**src/rtl/op_decode_pkg.sv**
```systemverilog
// op_decode_pkg: field layout, encodings and the combinational decode
// function shared by the op_decode register stage.
package op_decode_pkg;

  localparam int OPC_HI = 20;
  localparam int OPC_LO = 17;
  localparam int SRC_HI = 16;
  localparam int SRC_LO = 14;
  localparam int DST_HI = 13;
  localparam int DST_LO = 11;
  localparam int IMM_HI = 10;
  localparam int IMM_LO = 0;

  typedef enum logic [3:0] {
    OP_NOP = 4'd0,
    OP_MOV = 4'd1,
    OP_SWP = 4'd2,
    OP_SAV = 4'd3,
    OP_ADD = 4'd4,
    OP_SUB = 4'd5,
    OP_NEG = 4'd6,
    OP_JMP = 4'd7,
    OP_JEZ = 4'd8,
    OP_JNZ = 4'd9,
    OP_JGZ = 4'd10,
    OP_JLZ = 4'd11,
    OP_JRO = 4'd12
  } opcode_e;

  typedef enum logic [2:0] {
    OPD_IMM   = 3'd0,
    OPD_ACC   = 3'd1,
    OPD_NIL   = 3'd2,
    OPD_UP    = 3'd3,
    OPD_DOWN  = 3'd4,
    OPD_LEFT  = 3'd5,
    OPD_RIGHT = 3'd6,
    OPD_ANY   = 3'd7
  } operand_e;

  typedef enum logic [3:0] {
    PC_INC = 4'd0,
    PC_JMP = 4'd1,
    PC_JEZ = 4'd2,
    PC_JNZ = 4'd3,
    PC_JGZ = 4'd4,
    PC_JLZ = 4'd5,
    PC_JRO = 4'd6
  } pc_instr_e;

  typedef enum logic [1:0] {
    ALU_PASS = 2'd0,
    ALU_ADD  = 2'd1,
    ALU_SUB  = 2'd2,
    ALU_NEG  = 2'd3
  } alu_instr_e;

  typedef enum logic [1:0] {
    REG_HOLD      = 2'd0,
    REG_WRITE_ACC = 2'd1,
    REG_SWP       = 2'd2,
    REG_SAV       = 2'd3
  } reg_instr_e;

  typedef enum logic [1:0] {
    SEL_CONST = 2'd0,
    SEL_ACC   = 2'd1,
    SEL_NIL   = 2'd2,
    SEL_PORT  = 2'd3
  } in_sel_e;

  typedef struct packed {
    logic [10:0] cval;
    pc_instr_e   pc;
    alu_instr_e  alu;
    reg_instr_e  regs;
    in_sel_e     in_sel;
    logic        out_sel;
  } dec_t;

  localparam dec_t DEC_NOP = '{
    cval:    11'd0,
    pc:      PC_INC,
    alu:     ALU_PASS,
    regs:    REG_HOLD,
    in_sel:  SEL_NIL,
    out_sel: 1'b0
  };

  function automatic in_sel_e src_sel(input logic [2:0] src);
    in_sel_e s;
    s = SEL_PORT;
    if (src == OPD_IMM) s = SEL_CONST;
    if (src == OPD_ACC) s = SEL_ACC;
    if (src == OPD_NIL) s = SEL_NIL;
    return s;
  endfunction

  function automatic dec_t decode(input logic [20:0] w);
    dec_t d;
    logic [2:0] src;
    logic [2:0] dst;
    d = DEC_NOP;
    d.cval = w[IMM_HI:IMM_LO];
    src = w[SRC_HI:SRC_LO];
    dst = w[DST_HI:DST_LO];
    case (w[OPC_HI:OPC_LO])
      OP_MOV: begin
        d.in_sel = src_sel(src);
        if (dst == OPD_ACC) d.regs = REG_WRITE_ACC;
        // port destinations route the result out instead of into ACC
        if (dst >= OPD_UP) d.out_sel = 1'b1;
      end
      OP_SWP: d.regs = REG_SWP;
      OP_SAV: d.regs = REG_SAV;
      OP_ADD: begin
        d.in_sel = src_sel(src);
        d.alu = ALU_ADD;
        d.regs = REG_WRITE_ACC;
      end
      OP_SUB: begin
        d.in_sel = src_sel(src);
        d.alu = ALU_SUB;
        d.regs = REG_WRITE_ACC;
      end
      OP_NEG: begin
        d.in_sel = SEL_ACC;
        d.alu = ALU_NEG;
        d.regs = REG_WRITE_ACC;
      end
      OP_JMP: d.pc = PC_JMP;
      OP_JEZ: d.pc = PC_JEZ;
      OP_JNZ: d.pc = PC_JNZ;
      OP_JGZ: d.pc = PC_JGZ;
      OP_JLZ: d.pc = PC_JLZ;
      OP_JRO: begin
        d.pc = PC_JRO;
        d.in_sel = src_sel(src);
      end
      default: ;
    endcase
    return d;
  endfunction

endpackage

```
**src/rtl/op_decode.sv**
```systemverilog
// op_decode: registered instruction decoder, one cycle latency.
// Ports: clk, rst (async high), en (stall when low), op_code[20:0] in;
// const_val (signed imm), pc_instr, alu_instr, registers_instr,
// in_mux_sel, out_mux_sel out. const_val carries the "const" field,
// renamed because const is a reserved word.
module op_decode
  import op_decode_pkg::*;
(
  input  logic               clk,
  input  logic               rst,
  input  logic               en,
  input  logic [20:0]        op_code,
  output logic signed [10:0] const_val,
  output logic [3:0]         pc_instr,
  output logic [1:0]         alu_instr,
  output logic [1:0]         registers_instr,
  output logic [1:0]         in_mux_sel,
  output logic               out_mux_sel
);

  dec_t dec_d;
  dec_t dec_q;

  always_comb begin
    dec_d = decode(op_code);
  end

  always_ff @(posedge clk or posedge rst) begin
    if (rst) begin
      dec_q <= DEC_NOP;
    end else if (en) begin
      dec_q <= dec_d;
    end
  end

  assign const_val       = dec_q.cval;
  assign pc_instr        = dec_q.pc;
  assign alu_instr       = dec_q.alu;
  assign registers_instr = dec_q.regs;
  assign in_mux_sel      = dec_q.in_sel;
  assign out_mux_sel     = dec_q.out_sel;

endmodule

```
**config.mk**
```make
export PLATFORM = sky130hd
export DESIGN_NAME = op_decode
export DESIGN_NICKNAME = d
export VERILOG_FILES = /design/src/rtl/op_decode_pkg.sv /design/src/rtl/op_decode.sv
export SDC_FILE = /design/constraint.sdc
export NUM_CORES = 1
export LEC_CHECK = 0
export ABC_AREA = 1
export CAP_MARGIN = 10
export CELL_PAD_IN_SITES_DETAIL_PLACEMENT = 0
export CELL_PAD_IN_SITES_GLOBAL_PLACEMENT = 1
export CORE_UTILIZATION = 29
export CTS_CLUSTER_DIAMETER = 100
export CTS_CLUSTER_SIZE = 16
export DETAILED_ROUTE_END_ITERATION = 10
export GPL_ROUTABILITY_DRIVEN = 1
export PLACE_DENSITY_LB_ADDON = 0.2
export SETUP_SLACK_MARGIN = 0.2
export SLEW_MARGIN = 20
export SYNTH_ARGS = -nofsm -noshare
export SYNTH_HDL_FRONTEND = slang
export SYNTH_SLANG_ARGS = --single-unit
```
**constraint.sdc**
```tcl
create_clock -name clk -period 1.19 [get_ports clk]
set_input_delay 0.238 -clock clk [delete_from_list [all_inputs] [get_ports clk]]
set_output_delay 0.238 -clock clk [all_outputs]
set_load 0.01 [all_outputs]
```
# Yosys cells after proc, flatten, opt, wreduce, memory -nomap -nowiden

Index checks and enable logic that the tools add are counted.

Bits in registers: 22
Output and inout bits: 22

$lt $le $gt $ge: 1
Equality and inequality tests: 15
Muxes and demuxes: 10
Reductions and logical operators: 3

Operator list:

| operator                                                                            | count |
|---|---|
| 4-bit == test, second input constant                                                | 5 |
| 3-bit one-hot mux with 6 select lines                                               | 1 |
| 4-bit by 3-bit == test with 1-bit output, second input constant                     | 4 |
| 4-bit by 2-bit == test with 1-bit output, second input constant                     | 2 |
| 2-bit one-hot mux with 4 select lines                                               | 1 |
| 3-bit by 1-bit == test with 1-bit output, second input constant                     | 2 |
| 2-bit two-way mux                                                                   | 3 |
| 2-bit one-hot mux with 3 select lines                                               | 1 |
| 4-bit by 1-bit == test with 1-bit output, second input constant                     | 1 |
| 2-bit one-hot mux with 2 select lines                                               | 1 |
| 4-bit OR reduction                                                                  | 1 |
| 3-bit by 2-bit == test with 1-bit output, second input constant                     | 1 |
| 3-bit by 2-bit greater-or-equal comparator with 1-bit output, second input constant | 1 |
| 3-bit logical NOT                                                                   | 1 |
| 1-bit two-way mux                                                                   | 3 |
| 3-bit OR reduction                                                                  | 1 |

# Logic depth before layout (Yosys ltp)

Gate-level depths: netlist of the first run.

Word-level depth: 5
Mapped depth: 7
Depth with buffers taken out: 7

# Worst setup path after synthesis of the first run

No wires, ideal clock.

Path type: input port to flip-flop
Start point: in op_code[16]
End point: reg dec_q, in the netlist in_mux_sel[1]
Arrival time: 0.697 ns
Data required time: 1.115 ns
Slack: 0.417 ns
Stages: 5
Cell sequence: or2_2 > nand2_1 > nand2_1 > nand2_1 > nand2_1

Cells in the longest elaborated chain, start to end: 5

Ends and longest elaborated chain:

| item                                    | RTL line             | RTL |
|---|---|---|
| start, declared                         | op_decode.sv:12      | `input logic [20:0] op_code,` |
| 3-bit logical NOT                       | op_decode_pkg.sv:93  | `if (src == OPD_IMM) s = SEL_CONST;` |
| 2-bit two-way mux                       | op_decode_pkg.sv:93  |  |
| 2-bit two-way mux                       | op_decode_pkg.sv:94  | `if (src == OPD_ACC) s = SEL_ACC;` |
| 2-bit two-way mux *                     | op_decode_pkg.sv:95  | `if (src == OPD_NIL) s = SEL_NIL;` |
| 2-bit one-hot mux with 2 select lines * | op_decode_pkg.sv:107 | `case (w[OPC_HI:OPC_LO])` |
| end signal, assigned                    | op_decode.sv:30      | `dec_q <= DEC_NOP;` |
| end signal, assigned                    | op_decode.sv:32      | `dec_q <= dec_d;` |
| end, declared                           | op_decode.sv:22      | `dec_t dec_q;` |

Every way passes the cells marked *; elsewhere a longest branch is shown, timed or not.
A chain may end at the register's enable or synchronous reset.

# Worst setup path in the final report of the first run

Start point: reg dec_q, in the netlist in_mux_sel[1]
End point: out in_mux_sel[1]

RTL lines:

| item          | RTL line        | RTL |
|---|---|---|
| end, declared | op_decode.sv:17 | `output logic [1:0] in_mux_sel,` |

No word-level cell between the ends.

==> results of run 1 <==
sequential cells by signal, summed over array words and instances, names as in the netlist:
| name | count |
|---|---|
| alu_instr | 2 |
| out_mux_sel | 1 |
| registers_instr | 2 |
| pc_instr | 3 |
| const_val | 11 |
| in_mux_sel | 2 |
what timing repair did:
| action | in CTS | in global routing |
|---|---|---|
| setup buffers | 6 | 6 |
| setup endpoints to repair | 31 | 32 |
| resized for setup | 92 | 3 |
worst paths after layout:
check | start | end | slack (ns)
min | rst | pc_instr[2] | 0.25
max in group asynchronous | rst | in_mux_sel[1] | 0.72
max reg2reg | alu_instr[1] | alu_instr[1] | 0.30
min reg2reg | const_val[4] | const_val[4] | 0.48
min in group clk | en | in_mux_sel[1] | 0.36
max | in_mux_sel[1] | in_mux_sel[1] | 0.009
routing by layer:
metal	vias up	routed length [um]	global-route usage, %	part of all wire (%)
li1	505	-	-	-
met1	436	1020	15.8	44
met2	27	1130	25.2	49
met3	2	125	1.53	5.4
met4	0	33	7.97	1.4
met5	-	0	0	0
cells by family after synthesis:
logic type	synth area share, %
AOI/OAI and AO/OA	3.78
buffers and inverters	6.13
DFF	54.9
other	0.391
and+or+nand+nor	34.8
power by group:
group	internal (mW)	total, mW	switching [mW]	leakage (nW)
logic	0.216	0.395	0.179	0.572
registers	0.774	0.804	0.0297	0.262
clock network	0.130	0.330	0.200	0.0150
total	1.12	1.53	0.409	0.849
cell usage in the layout, fill, tap and decap left out, types with 2 or more instances in the layout:
cell type / synthesis / routed
dfrtp_1: 20 / 20
o21ai_0: 3 / 3
clkbuf_4: 0 / 3
buf_12: 0 / 2
inv_2: 0 / 2
buf_2: 2 / 19
buf_4: 1 / 18
nand3_1: 10 / 10
inv_1: 7 / 5
dlygate4sd2_1: 0 / 4
buf_6: 1 / 3
clkdlybuf4s50_1: 0 / 18
nand2_1: 60 / 60
nor2_1: 11 / 10
cell type report:
cell class | instances | area, um^2 | share of cell area (%)
Timing Repair Buffer | 65 | 532 | 34.5
Sequential cell | 21 | 527 | 34.1
Multi-Input combinational cell | 90 | 377 | 24.4
Tap cell | 44 | 55.1 | 3.57
Clock buffer | 4 | 26.3 | 1.70
Inverter | 7 | 26.3 | 1.70
metrics by stage:
stage	total power, mW	TNS (ns)
2_1_floorplan	0.966	0
3_3_place_gp	1.22	-2.79
3_5_place_dp	1.22	-3.12
4_1_cts	1.53	-0.0157
5_1_grt	1.62	-0.0325
6_report	1.53	0
==> flow_metrics.env, run 1 <==
export IMPL_synth_nets=147
export IMPL_firstDrtPassIters=6
export IMPL_ys_flop_type="dfrtp_1"
export IMPL_root_buffer="clkbuf_4"
export IMPL_rsz0062_at_grt="true"
export IMPL_instances_no_fill=231
export IMPL_coreArea_mm2=0.00310
export IMPL_drv_cap=0
export IMPL_dp_hpwl_mm=1.70
export IMPL_slowest_delay_ns=0.56
export IMPL_ant_nets=0
export IMPL_fillCellCount=341
export IMPL_crit_buf_inv=1
export IMPL_final_area_mm2=0.00154
export IMPL_grt_pass1_wl_mm=3.67
export IMPL_cts_sinks=21
export IMPL_ctsHoldBuffers=0
export IMPL_async_flop_share_pct=100
export IMPL_ys_warn_count=0
export IMPL_synth_edff_count=0
export IMPL_clock_latency_ns=0.29
export IMPL_startpoint_type="flip-flop"
export IMPL_grt_use_total_pct=13.9
export IMPL_overflow=0
export IMPL_antenna_found_initial=0
export IMPL_num_vias=970
export IMPL_ys_ff_latch=21
export IMPL_first_global_vias=894
export IMPL_final_util_pct=49.7
export IMPL_max_freq_mhz=847
export IMPL_end_kind="primary output"
export IMPL_drt_iter0_drc=48
export IMPL_status="complete, no violations"
export IMPL_min_period_ns=1.18
export IMPL_yosysTopAreaCell="dfrtp_1"
export IMPL_vias_per_cell=4.20
export IMPL_finalMaxSlewViolations=0
export IMPL_netlist_instances=123
export IMPL_yosysUniqueCellTypes=17
export IMPL_start_util_pct=30.9
export IMPL_crit_cells=1
export IMPL_skew_ns=0
export IMPL_cp_max_fo=2
export IMPL_drive_above_1_share_pct=27.3
export IMPL_setup_viol=0
export IMPL_cts_tree="yes"
export IMPL_syn_to_final_growth_pct=60.8
export IMPL_pre_cts_ws_ns=-0.234
export IMPL_placed_cells=215
export IMPL_synth_avg_cell_area_um2=7.80
export IMPL_clk_pin_slew_ns=0.11
export IMPL_fin_crit_sh_pct=99.2
export IMPL_whs_ns=0.254
export IMPL_wirelength_mm=2.31
export IMPL_leakage_nw=0.849
export IMPL_grt_max_degree=22
export IMPL_layout_nets=212
export IMPL_critPathKind="flip-flop to primary output"
export IMPL_hp_class="input pin to asynchronous set/reset pin"
export IMPL_globalplace_congestion=0.792
export IMPL_critPathSlowestCell="dfstp_2"
export IMPL_dieWidth_um=59.5
export IMPL_path_cells="buf_6"
export IMPL_cts_buffers=3
export IMPL_clockBufferDepth=2
export IMPL_synthTopCellsByArea="dfrtp_1 52%, nand2_1 23%, nand3_1 5.2%, nor2_1 4.3%, dfstp_2 2.7%"
export IMPL_power_density_mw_per_mm2=991
export IMPL_fin_ws_ns=0.00937
export IMPL_ys_seq_area_share_pct=54.9
export IMPL_vdd_drop_max_mv=0.257
export IMPL_drc=0
export IMPL_antenna_cells=0
export IMPL_rows=20
export IMPL_hold_viol=0
export IMPL_worstRegToRegCells=4
export IMPL_htree_num_levels=1
export IMPL_synth_top_area_share_pct=52.2
export IMPL_dieHeight_um=59.5
export IMPL_crit_required_ns=0.95
export IMPL_yosys_top_cells_count="60 x nand2_1, 20 x dfrtp_1, 11 x nor2_1"
export IMPL_dpl_cell_area_mm2=0.00152
export IMPL_synth_area_um2=960
export IMPL_io_pins=46
export IMPL_synth_most_common_cell="nand2_1"
export IMPL_port_buffers=44
export IMPL_cp_top_family="flip-flops"
export IMPL_cp_arrival_ns=0.94
export IMPL_avgRoutedWirePerCell_um=9.98
export IMPL_die_area_mm2=0.00354
Power figures use the tool's default switching activity.
==> inputs of run 2 (changes only) <==
Settings changed: CORE_MARGIN set to 2, TNS_END_PERCENT set to 20.
==> run 2 against run 1 <==
  * First-iteration DRC count decreased by 73%
  * Power decreased by 1.4%
  * Wire length increased by 5.8%
  * Largest power group unchanged
  * Maximum frequency decreased by 0.59%
==> flow_metrics.env, run 2 (same netlist as run 1, synthesis figures left out) <==
export IMPL_avgRoutedWirePerCell_um=10.8
export IMPL_firstDrtPassIters=4
export IMPL_finalMaxSlewViolations=0
export IMPL_skew_ns=0
export IMPL_drv_cap=0
export IMPL_vias_per_cell=4.28
export IMPL_cts_tree="yes"
export IMPL_startpoint_type="flip-flop"
export IMPL_coreArea_mm2=0.00310
export IMPL_critPathSlowestCell="dfstp_2"
export IMPL_dp_hpwl_mm=1.94
export IMPL_worstRegToRegCells=3
export IMPL_cp_top_family="flip-flops"
export IMPL_globalplace_congestion=0.858
export IMPL_first_global_vias=924
export IMPL_max_freq_mhz=842
export IMPL_path_cells="buf_6"
export IMPL_cts_sinks=21
export IMPL_ant_nets=0
export IMPL_overflow=0
export IMPL_reg2reg_to="registers_instr[0]"
export IMPL_cp_arrival_ns=0.95
export IMPL_totalPowerFinal_mw=1.51
export IMPL_cts_buffers=3
export IMPL_antenna_found_initial=0
export IMPL_port_buffers=44
export IMPL_ctsHoldBuffers=0
export IMPL_r2r_setup_slack_ns=0.46
export IMPL_dieHeight_um=61.5
export IMPL_grt_use_total_pct=14.0
export IMPL_vdd_drop_max_mv=0.287
export IMPL_r2r_start="registers_instr[0]"
export IMPL_layout_common_cells="60 x nand2_1, 20 x dfrtp_1, 19 x clkdlybuf4s50_1, 17 x buf_2, 15 x buf_4"
export IMPL_leakage_nw=0.812
export IMPL_dieWidth_um=61.5
export IMPL_grt_pass1_wl_mm=3.94
export IMPL_io_pins=46
export IMPL_slowest_delay_ns=0.56
export IMPL_wirelength_mm=2.44
export IMPL_setup_tns_final_ns=0
export IMPL_fin_crit_sh_pct=99.8
export IMPL_num_vias=968
export IMPL_status="complete, no violations"
export IMPL_hold_viol=0
export IMPL_setup_viol=0
export IMPL_final_util_pct=48.3
export IMPL_htree_num_levels=1
export IMPL_crit_required_ns=0.95
export IMPL_drive_above_1_share_pct=25.3
export IMPL_die_area_mm2=0.00379
export IMPL_clock_latency_ns=0.29
export IMPL_clockBufferDepth=2
export IMPL_drt_iter0_drc=13
export IMPL_critPathKind="flip-flop to primary output"
export IMPL_final_area_mm2=0.00150
export IMPL_fillCellCount=348
export IMPL_layout_nets=207
export IMPL_rsz0062_at_grt="true"
export IMPL_antenna_cells=0
export IMPL_syn_to_final_growth_pct=56.2
export IMPL_cp_max_fo=2
export IMPL_dpl_cell_area_mm2=0.00154
export IMPL_start_util_pct=30.9
export IMPL_crit_buf_inv=1
export IMPL_drc=0
export IMPL_final_common_cell="nand2_1"
export IMPL_end_kind="primary output"
export IMPL_rows=20
export IMPL_clk_pin_slew_ns=0.10
export IMPL_largest_reg_flops=11
export IMPL_grt_max_degree=12
export IMPL_hp_class="input pin to asynchronous set/reset pin"
export IMPL_root_buffer="clkbuf_4"
export IMPL_power_density_mw_per_mm2=1010
export IMPL_min_period_ns=1.19
run 2: power breakdown:
group	internal, mW	leakage [nW]	switching [mW]
Clock	0.130	0.0150	0.197
Combinational	0.197	0.535	0.174
Sequential	0.775	0.262	0.0334
Total	1.10	0.812	0.405
run 2: final cells by class:
cell class / count / area (um^2) / share of cell area [%]
multi-input combinational: 90 / 377 / 25.1
clock buffer: 4 / 26.3 / 1.75
inverter: 7 / 26.3 / 1.75
sequential: 21 / 527 / 35.1
tap: 44 / 55.1 / 3.67
timing repair buffer: 60 / 488 / 32.6
run 2: per-stage QoR:
stage,instances,setup slack (ns),hold slack [ns]
global route,226,-0.0456,0.106
detailed placement,220,-0.196,0.444
CTS,226,-0.0158,0.105
finish,226,0.00239,0.112
global placement,220,-0.195,0.446
floorplan,123,0.417,0.214
run 2: metal layers:
layer | vias up | track usage, % | routed length, um
met5 | - | 0 | 0
met4 | 0 | 6.99 | 38
met3 | 4 | 2.52 | 155
met2 | 30 | 25.9 | 1220
met1 | 441 | 15.2 | 1030
li1 | 493 | - | -
run 2: worst max path at each step:
stage,from,end,slack [ns],depth (start not counted)
after floorplan,op_code[16],in_mux_sel[1],0.42,5
after global placement,op_code[20],registers_instr[0],-0.20,6
after detailed placement,op_code[20],registers_instr[0],-0.20,6
after CTS,in_mux_sel[1],in_mux_sel[1],-0.02,1
after global routing,in_mux_sel[1],in_mux_sel[1],-0.05,1
final,in_mux_sel[1],in_mux_sel[1],0.002,1
run 2: timing repair:
| item | CTS | global route |
|---|---|---|
| endpoints found under the hold margin | 0 | 0 |
| pin swaps | 1 | 0 |
| resized for setup | 91 | 5 |
| setup endpoints to repair | 28 | 22 |
| setup buffers | 2 | 0 |
